File: src/rtl/button_intr_pkg.sv
// Shared constants for the button interrupt AXI4-Lite slave:
// register offsets, response code and FSM state types.
package button_intr_pkg;

   localparam logic [4:0] ADDR_GIE = 5'h00;
   localparam logic [4:0] ADDR_IER = 5'h04;
   localparam logic [4:0] ADDR_ISR = 5'h08;
   localparam logic [4:0] ADDR_IAR = 5'h0C;
   localparam logic [4:0] ADDR_IPR = 5'h10;

   localparam logic [1:0] RESP_OKAY = 2'b00;

   typedef enum logic {
      W_IDLE,
      W_RESP
   } wr_state_e;

   typedef enum logic {
      R_IDLE,
      R_DATA
   } rd_state_e;

endpackage

File: src/rtl/button_debounce.sv
// One button input: 2-flop synchronizer, stability counter,
// debounced level and a registered rising-edge pulse.
module button_debounce #(
   parameter int unsigned DEBOUNCE_CYCLES = 16
) (
   input  logic clk_i,
   input  logic rst_ni,
   input  logic btn_i,
   output logic rise_o
);

   localparam int unsigned CW = $clog2(DEBOUNCE_CYCLES);

   logic [1:0]    sync_q;
   logic          stable_q, stable_d;
   logic [CW-1:0] cnt_q, cnt_d;
   logic          rise_q, rise_d;

   // Counter restarts whenever the input agrees with the stable level
   always_comb begin
      stable_d = stable_q;
      cnt_d    = '0;
      if (sync_q[1] != stable_q) begin
         if (cnt_q == CW'(DEBOUNCE_CYCLES - 1)) begin
            stable_d = sync_q[1];
         end else begin
            cnt_d = cnt_q + CW'(1);
         end
      end
      rise_d = stable_d & ~stable_q;
   end

   always_ff @(posedge clk_i or negedge rst_ni) begin
      if (!rst_ni) begin
         sync_q   <= '0;
         stable_q <= 1'b0;
         cnt_q    <= '0;
         rise_q   <= 1'b0;
      end else begin
         sync_q   <= {sync_q[0], btn_i};
         stable_q <= stable_d;
         cnt_q    <= cnt_d;
         rise_q   <= rise_d;
      end
   end

   assign rise_o = rise_q;

endmodule

File: src/rtl/button_intr_axil_slave.sv
// AXI4-Lite slave exposing GIE/IER/ISR/IAR/IPR for debounced
// push-button interrupts, with a registered irq output.
module button_intr_axil_slave
   import button_intr_pkg::*;
#(
   parameter int unsigned NUM_INTR           = 4,
   parameter int unsigned DEBOUNCE_CYCLES    = 16,
   parameter int unsigned IRQ_ACTIVE_HIGH    = 1,
   parameter int unsigned C_S_AXI_ADDR_WIDTH = 5
) (
   input  logic                          S_AXI_ACLK,
   input  logic                          S_AXI_ARESETN,
   input  logic [NUM_INTR-1:0]           btn,
   input  logic [C_S_AXI_ADDR_WIDTH-1:0] S_AXI_AWADDR,
   input  logic                          S_AXI_AWVALID,
   output logic                          S_AXI_AWREADY,
   input  logic [31:0]                   S_AXI_WDATA,
   input  logic [3:0]                    S_AXI_WSTRB,
   input  logic                          S_AXI_WVALID,
   output logic                          S_AXI_WREADY,
   output logic [1:0]                    S_AXI_BRESP,
   output logic                          S_AXI_BVALID,
   input  logic                          S_AXI_BREADY,
   input  logic [C_S_AXI_ADDR_WIDTH-1:0] S_AXI_ARADDR,
   input  logic                          S_AXI_ARVALID,
   output logic                          S_AXI_ARREADY,
   output logic [31:0]                   S_AXI_RDATA,
   output logic [1:0]                    S_AXI_RRESP,
   output logic                          S_AXI_RVALID,
   input  logic                          S_AXI_RREADY,
   output logic                          irq
);

   wr_state_e w_state_q, w_state_d;
   rd_state_e r_state_q, r_state_d;

   logic                gie_q, gie_d;
   logic [NUM_INTR-1:0] ier_q, ier_d;
   logic [NUM_INTR-1:0] isr_q, isr_d;
   logic [NUM_INTR-1:0] clr, rise, wmask;
   logic                irq_q, irq_d;
   logic [31:0]         rdata_q, rdata_d, rmux;
   logic                wr_acc, rd_acc;
   logic [2:0]          wsel, rsel;
   logic                unused_ok;

   for (genvar i = 0; i < NUM_INTR; i++) begin : g_db
      button_debounce #(
         .DEBOUNCE_CYCLES(DEBOUNCE_CYCLES)
      ) u_db (
         .clk_i (S_AXI_ACLK),
         .rst_ni(S_AXI_ARESETN),
         .btn_i (btn[i]),
         .rise_o(rise[i])
      );
   end

   assign wsel   = S_AXI_AWADDR[4:2];
   assign rsel   = S_AXI_ARADDR[4:2];
   assign wr_acc = (w_state_q == W_IDLE) & S_AXI_AWVALID & S_AXI_WVALID;
   assign rd_acc = (r_state_q == R_IDLE) & S_AXI_ARVALID;

   always_comb begin
      w_state_d = w_state_q;
      unique case (w_state_q)
         W_IDLE:  if (wr_acc) w_state_d = W_RESP;
         W_RESP:  if (S_AXI_BREADY) w_state_d = W_IDLE;
         default: w_state_d = W_IDLE;
      endcase
   end

   always_comb begin
      r_state_d = r_state_q;
      unique case (r_state_q)
         R_IDLE:  if (rd_acc) r_state_d = R_DATA;
         R_DATA:  if (S_AXI_RREADY) r_state_d = R_IDLE;
         default: r_state_d = R_IDLE;
      endcase
   end

   always_comb begin
      gie_d = gie_q;
      ier_d = ier_q;
      clr   = '0;
      for (int b = 0; b < NUM_INTR; b++) begin
         wmask[b] = S_AXI_WSTRB[b / 8];
      end
      if (wr_acc) begin
         case (wsel)
            ADDR_GIE[4:2]: if (S_AXI_WSTRB[0]) gie_d = S_AXI_WDATA[0];
            ADDR_IER[4:2]: ier_d = (ier_q & ~wmask)
                                 | (S_AXI_WDATA[NUM_INTR-1:0] & wmask);
            ADDR_IAR[4:2]: clr = S_AXI_WDATA[NUM_INTR-1:0] & wmask;
            default: ;
         endcase
      end
      // A fresh edge overrides a same-cycle acknowledge so it is not lost
      isr_d = (isr_q & ~clr) | rise;
      irq_d = gie_q & |(isr_q & ier_q);
   end

   always_comb begin
      rmux = '0;
      case (rsel)
         ADDR_GIE[4:2]: rmux[0] = gie_q;
         ADDR_IER[4:2]: rmux[NUM_INTR-1:0] = ier_q;
         ADDR_ISR[4:2]: rmux[NUM_INTR-1:0] = isr_q;
         ADDR_IPR[4:2]: rmux[NUM_INTR-1:0] = isr_q & ier_q;
         default: ;
      endcase
      rdata_d = rd_acc ? rmux : rdata_q;
   end

   always_ff @(posedge S_AXI_ACLK or negedge S_AXI_ARESETN) begin
      if (!S_AXI_ARESETN) begin
         w_state_q <= W_IDLE;
         r_state_q <= R_IDLE;
         gie_q     <= 1'b0;
         ier_q     <= '0;
         isr_q     <= '0;
         irq_q     <= 1'b0;
         rdata_q   <= '0;
      end else begin
         w_state_q <= w_state_d;
         r_state_q <= r_state_d;
         gie_q     <= gie_d;
         ier_q     <= ier_d;
         isr_q     <= isr_d;
         irq_q     <= irq_d;
         rdata_q   <= rdata_d;
      end
   end

   assign S_AXI_AWREADY = wr_acc;
   assign S_AXI_WREADY  = wr_acc;
   assign S_AXI_ARREADY = rd_acc;
   assign S_AXI_BVALID  = (w_state_q == W_RESP);
   assign S_AXI_RVALID  = (r_state_q == R_DATA);
   assign S_AXI_BRESP   = RESP_OKAY;
   assign S_AXI_RRESP   = RESP_OKAY;
   assign S_AXI_RDATA   = rdata_q;
   assign irq           = (IRQ_ACTIVE_HIGH != 0) ? irq_q : ~irq_q;

   assign unused_ok = ^{S_AXI_AWADDR, S_AXI_ARADDR, S_AXI_WDATA, S_AXI_WSTRB};

endmodule

File: config.mk
export PLATFORM = sky130hd
export DESIGN_NAME = button_intr_axil_slave
export DESIGN_NICKNAME = d
export VERILOG_FILES = /design/src/rtl/button_intr_pkg.sv /design/src/rtl/button_debounce.sv /design/src/rtl/button_intr_axil_slave.sv
export SDC_FILE = /design/constraint.sdc
export NUM_CORES = 1
export LEC_CHECK = 0
export ABC_AREA = 1
export CORE_ASPECT_RATIO = 1.5
export CORE_UTILIZATION = 39
export CTS_BUF_LIST = sky130_fd_sc_hd__clkbuf_2 sky130_fd_sc_hd__clkbuf_4 sky130_fd_sc_hd__clkbuf_8
export CTS_CLUSTER_DIAMETER = 40
export DETAILED_ROUTE_END_ITERATION = 16
export GPL_ROUTABILITY_DRIVEN = 0
export HOLD_SLACK_MARGIN = 0.02
export PLACE_DENSITY = 0.86
export SYNTH_ARGS = -nofsm -noshare
export SYNTH_HDL_FRONTEND = slang
export SYNTH_SLANG_ARGS = --single-unit
File: constraint.sdc
create_clock -name S_AXI_ACLK -period 1.1 [get_ports S_AXI_ACLK]
set_input_delay 0.22 -clock S_AXI_ACLK [delete_from_list [all_inputs] [get_ports S_AXI_ACLK]]
set_output_delay 0.22 -clock S_AXI_ACLK [all_outputs]
set_load 0.005 [all_outputs]
-- Yosys cells after proc, flatten, opt, wreduce, memory -nomap -nowiden
Cells that the tools add are included.
- bits in registers: 48
- input port bits: 57
- logic and storage cells: 93
- add/subtract/negate cells: 4
- eq/ne operators: 13
- multiplexer cells: 26
- bitwise gates (word level): 22
- reduce and logical (&&, ||, !) cells: 5
- operator list (operator ; number):
    two-way mux 4 bit ; 10
    adder 4 x 1 -> 4 bit (second input constant) ; 4
    bitwise AND 4 bit ; 4
    == test 4 bit (second input constant) ; 4
    two-way mux 1 bit ; 12
    one-hot mux 3 bit (3 select lines) ; 1
    bitwise AND 1 bit ; 8
    inverter 4 bit ; 2
    OR 4 bit ; 2
    == test 3 x 1 -> 1 bit (second input constant) ; 2
    == test 3 x 2 -> 1 bit (second input constant) ; 2
    zero test 3 bit ; 2
    inverter 1 bit ; 6
    != test 1 bit ; 4
    one-hot mux 1 bit (2 select lines) ; 2
    one-hot mux 1 bit (4 select lines) ; 1
    OR reduction 4 bit ; 1
    == test 3 bit (second input constant) ; 1
    AND reduction 3 bit ; 1
    AND reduction 2 bit ; 1

-- Longest topological paths before layout
- word-level depth: 7
- mapped depth: 8
- mapped depth without buffers: 8

-- Cells and area by module
From an unflattened synthesis, not the netlist that was laid out.
- cells, all modules: 268
- area, all modules: 2327.2 sq um
- by module, submodules not included (module ; times used ; cells each ; area each (sq um) ; sequential area each (sq um)):
    button_debounce ; 4 ; 33 ; 314.1 ; 200.2
    button_intr_axil_slave ; 1 ; 136 ; 1071.0 ; 400.4

-- Worst setup path after synthesis
No wires, ideal clock.
- path type: register to register
- start: register g_db[3].u_db.cnt_q[0]
- end: register g_db[3].u_db.cnt_q[0]
- library setup time: 0.071 ns
- data arrival time: 0.982 ns
- data required time: 1.029 ns
- path slack: 0.047 ns
- cell stages (with the launch flop): 6
- path buffers: 0
- clock period less this slack: 1.053 ns
- cells stage by stage: dfrtp_1 > ha_1 > nand2_1 > nor2_1 > or2_1 > nor2_1
- word-level cells in the longest chain between the ends: 3
- elaborated cells between the ends (all ways): 4
- ends and longest elaborated chain (item ; RTL line ; source):
    start: declaration ; button_debounce.sv:16 ; logic [CW-1:0] cnt_q, cnt_d;
    start signal: assignment ; button_debounce.sv:42 ; cnt_q <= cnt_d;
    adder 4 x 1 -> 4 bit or == test 4 bit (tied branches) ; button_debounce.sv:27, button_debounce.sv:24 ;
    two-way mux 4 bit * ; button_debounce.sv:24 ; if (cnt_q == CW'(DEBOUNCE_CYCLES - 1)) begin
    two-way mux 4 bit * ; button_debounce.sv:23 ; if (sync_q[1] != stable_q) begin
    via g_db[3].u_db.cnt_d[0] ; button_debounce.sv:16 ;
Mark *: on every way through the listed nets, which the timed path passes. The rest lies on a longest branch.
A chain may end at the register's enable or synchronous reset.

-- Worst setup path in the final report
- start: register w_state_q (netlist: S_AXI_BVALID)
- end: register isr_q[0]
- word-level cells in the longest chain between the ends: 7
- ends and longest elaborated chain (item ; RTL line ; source):
    start: declaration ; button_intr_axil_slave.sv:34 ; wr_state_e w_state_q, w_state_d;
    start signal: assignment ; button_intr_axil_slave.sv:124 ; w_state_q <= w_state_d;
    inverter 1 bit ; button_intr_axil_slave.sv:60 ; assign wr_acc = (w_state_q == W_IDLE) & S_AXI_AWVALID & S_AXI_WVALID;
    bitwise AND 1 bit (2 in series) ; button_intr_axil_slave.sv:60 ;
    two-way mux 4 bit ; button_intr_axil_slave.sv:88 ; if (wr_acc) begin
    inverter 4 bit ; button_intr_axil_slave.sv:98 ; isr_d = (isr_q & ~clr) | rise;
    bitwise AND 4 bit ; button_intr_axil_slave.sv:98 ;
    OR 4 bit ; button_intr_axil_slave.sv:98 ;
    via isr_d[0] ; button_intr_axil_slave.sv:39 ; logic [NUM_INTR-1:0] isr_q, isr_d;
    end signal: assignment ; button_intr_axil_slave.sv:128 ; isr_q <= isr_d;
    end: declaration ; button_intr_axil_slave.sv:39 ;
The timed path passes the listed nets, and every way through them passes these cells.

==> flow_summary_export.csv <==
group,metric,value,unit
run_status,status,"finished, violations left",
run_status,violations,"negative setup slack",
sta,rsz0062_at_grt,"true",
drt,vias_per_cell,4.47,
drt,drc_errors,0,
clock_network,htree_num_levels,2,
sta,skew,0.00356,ns
logic_synthesis,yosys-top-cells-area,"dfrtp_1 54%, buf_4 11%, nand2_1 7.5%, inv_1 5.2%, nor2_1 3.4%",
setup_path,cp-end-kind,"flip-flop",
clock_network,path_clk_slew,0.08,ns
drt,postRouteAntennaNets,0,
power_and_ir_drop,peakVddDrop,0.837,mV
power_and_ir_drop,pwr_density_cell,1290,nW/um^2
global_route,first_global_vias,1550,
logic_synthesis,yosysSeqAreaShare,53.6,%
power_and_ir_drop,power.total,0.00357,W
logic_synthesis,synthCells,243,
clock_network,clock_latency,0.30,ns
drt,route.vias.total,1624,
setup_path,critPathKind,"flip-flop to flip-flop",
final_layout,fin_nets,354,
global_route,grt_overflow_total,0,
drt,drt_pass1_iterations,4,
run,max_cap_violations,0,
power_and_ir_drop,power_frac_seq,56.5,%
logic_synthesis,synth_top_cell_by_area,"dfrtp_1",
placed_design,dpl.hpwl,2950,um
final_layout,final_common_cell,"dfrtp_1",
logic_synthesis,synth_top_family_by_area,"simple AND/OR/NAND/NOR gates",
sta,setup_viol,13,
power_and_ir_drop,power_frac_comb,15.5,%
min_path,min_path_type,"input port to asynchronous set/reset pin",
placed_design,dp_slack,-0.485,ns
final_layout,drive_above_1_share,19.1,%
setup_path,cp_max_fo,4,
final_layout,final_util,50.5,%
power_and_ir_drop,switchingPower,0.000936,W
sta,finalWorstSetupSlack,-0.140,ns
clock_network,cts_max_path_buffers,2,
power_and_ir_drop,p_int,0.00264,W
placed_design,port_buffers,31,
setup_path,arrival,1.42,ns
global_route,grt_pass1_wl,6530,um
global_route,antenna_found_initial,0,
logic_synthesis,synth_mux_area_share,0,%
floorplan,die_w,63.9,um
logic_synthesis,synth_area,2240,sq um
setup_path,start_kind,"flip-flop",
sta,hold_violations,0,
floorplan,fp.dieH,94.8,um
clock_network,cts_tree,"done",
logic_synthesis,synth-compound-area-share,5.08,%
global_route,grt_use_total,14.3,%
final_layout,stdcell_area,2770,sq um
power_and_ir_drop,leakage,1.43,nW
clock_network,clkSinkCount,48,
placed_design,postPlaceCellArea,2590,sq um
global_route,grt_max_degree,22,
sta,period_minus_slack,1.24,ns
power_and_ir_drop,clkPwrFrac,28.0,%
final_layout,num_antenna_cells,0,
floorplan,fp.coreArea,5490,sq um
sta,fmax,0.807,GHz
logic_synthesis,synthAdderAreaFrac,2.23,%
sta,holdWs,0.325,ns
logic_synthesis,synth-simple-area-share,19.0,%
logic_synthesis,synth-seq-cells,48,
clock_network,cts-buffers-inserted,5,
floorplan,rows,33,
logic_synthesis,yosysWarnings,0,
final_layout,synthToLayoutAreaGrowth,23.7,%
sta,drv_slew,0,
setup_path,critical_path_required,1.28,ns
logic_synthesis,synth_cell_types,23,
final_layout,layout_common_cells,"48 x dfrtp_1, 41 x nand2_1, 32 x conb_1, 28 x inv_1, 19 x nor2_1",
clock_network,root_buffer,"clkbuf_8",
power_and_ir_drop,power_switching_share,26.2,%
floorplan,dieArea,6060,sq um
logic_synthesis,synth_top_area_share,53.6,%
floorplan,io-pin-count,99,
drt,routed_wl,3960,um
floorplan,initial_core_util,40.8,%
drt,wire_per_inst,10.9,um
logic_synthesis,synthXorXnorAreaFrac,3.13,%
logic_synthesis,syn_area_per_cell,9.22,sq um
sta,post-route-period-util,113,%
drt,drt_iter0_drc,50,
## area by class of cell
| cell class | count | area [sq um] |
|---|---|---|
| multi-input combinational | 159 | 853 |
| sequential | 48 | 1200 |
| tap | 70 | 87.6 |
| clock inverter | 1 | 5.00 |
| inverter | 34 | 128 |
| timing repair buffer | 45 | 422 |
| fill | 490 | 2720 |
| clock buffer | 6 | 76.3 |
## per-layer routing
| metal | vias up | track usage [%] | share of wire (%) |
|---|---|---|---|
| li1 | 793 | - | - |
| met1 | 768 | 14.2 | 37 |
| met2 | 48 | 25.7 | 56 |
| met3 | 15 | 3.26 | 3.8 |
| met4 | 0 | 10.6 | 3.8 |
| met5 | - | 0 | 0 |
## cell families (layout without fill, tap and decap cells)
| kind of cell | after synthesis | after routing |
|---|---|---|
| adders and majority gates | 4 | 4 |
| and+or+nand+nor | 93 | 93 |
| AOI/OAI and AO/OA | 22 | 22 |
| xor gates and xnor gates | 8 | 8 |
| other | 1 | 32 |
| buffers and inverters | 67 | 86 |
| DFF | 48 | 48 |
## worst max-delay path, stage by stage, from the launching register on
cell and delay [ns]:
dfrtp_1 0.39, inv_2 0.08, nand3_4 0.07, buf_6 0.13
nor2_4 0.15, nand2_4 0.09, o21ai_2 0.14, nand2_1 0.09
## repair_timing
action,CTS,global route
resized for setup,45,20
pin swaps,3,6
setup buffers,2,3
hold buffers,1,0
endpoints found under the hold margin,8,0
endpoints found under the setup margin,22,27
## power by group through the flow
stage / combinational (W) / clock (W) / sequential, W
floorplan: 0.000322 / 0 / 0.00203
global placement: 0.000512 / 0 / 0.00204
detailed placement: 0.000532 / 0 / 0.00205
CTS: 0.000527 / 0.00104 / 0.00201
global route: 0.000630 / 0.00110 / 0.00204
finish: 0.000553 / 0.00100 / 0.00202
## final timing paths
kind | startpoint | end | slack (ns) | cells past startpoint
worst max-delay path | S_AXI_BVALID | isr_q[0] | -0.14 | 7
worst min-delay path | S_AXI_ARESETN | S_AXI_RDATA[1] | 0.33 | 2
worst max register to register | S_AXI_BVALID | isr_q[0] | -0.14 | 7
worst min register to register | g_db[0].u_db.sync_q[0] | g_db[0].u_db.sync_q[1] | 0.35 | 0
max in group asynchronous | S_AXI_ARESETN | g_db[3].u_db.sync_q[1] | 0.38 | 3
min in group S_AXI_ACLK | g_db[0].u_db.sync_q[0] | g_db[0].u_db.sync_q[1] | 0.35 | 0
## sequential cells by signal, summed over array words and instances (netlist names), named ones only
register and flops:
S_AXI_BVALID 1, irq 1, g_db.u_db.stable_q 4, isr_q 4
g_db.u_db.sync_q 8, S_AXI_RVALID 1, g_db.u_db.rise_o 4, gie_q 1
g_db.u_db.cnt_q 16, S_AXI_RDATA 4
## synth_stat cells
| master | count |
|---|---|
| nor2_1 | 20 |
| nor3_2 | 1 |
| xor2_1 | 4 |
| nand3_1 | 12 |
| a21oi_1 | 3 |
| nor3_1 | 4 |
| nor2_4 | 2 |
| nand3_2 | 3 |
| nand3b_1 | 1 |
| nor3b_1 | 1 |
| a41oi_1 | 1 |
| inv_1 | 31 |
| inv_2 | 3 |
| nand4_1 | 3 |
| nand2_1 | 45 |
| ha_1 | 4 |
| buf_4 | 33 |
| conb_1 | 1 |
| o21ai_1 | 9 |
| xnor2_1 | 4 |
| or2_1 | 1 |
| o21ai_0 | 9 |
| dfrtp_1 | 48 |
## per-stage QoR
step	cells	setup TNS, ns
final	363	-1.25
after global placement	350	-5.31
after detailed placement	350	-5.94
after floorplan	274	0
after CTS	360	-1.40
after global routing	363	-2.28
(Power assumes the default switching activity.)
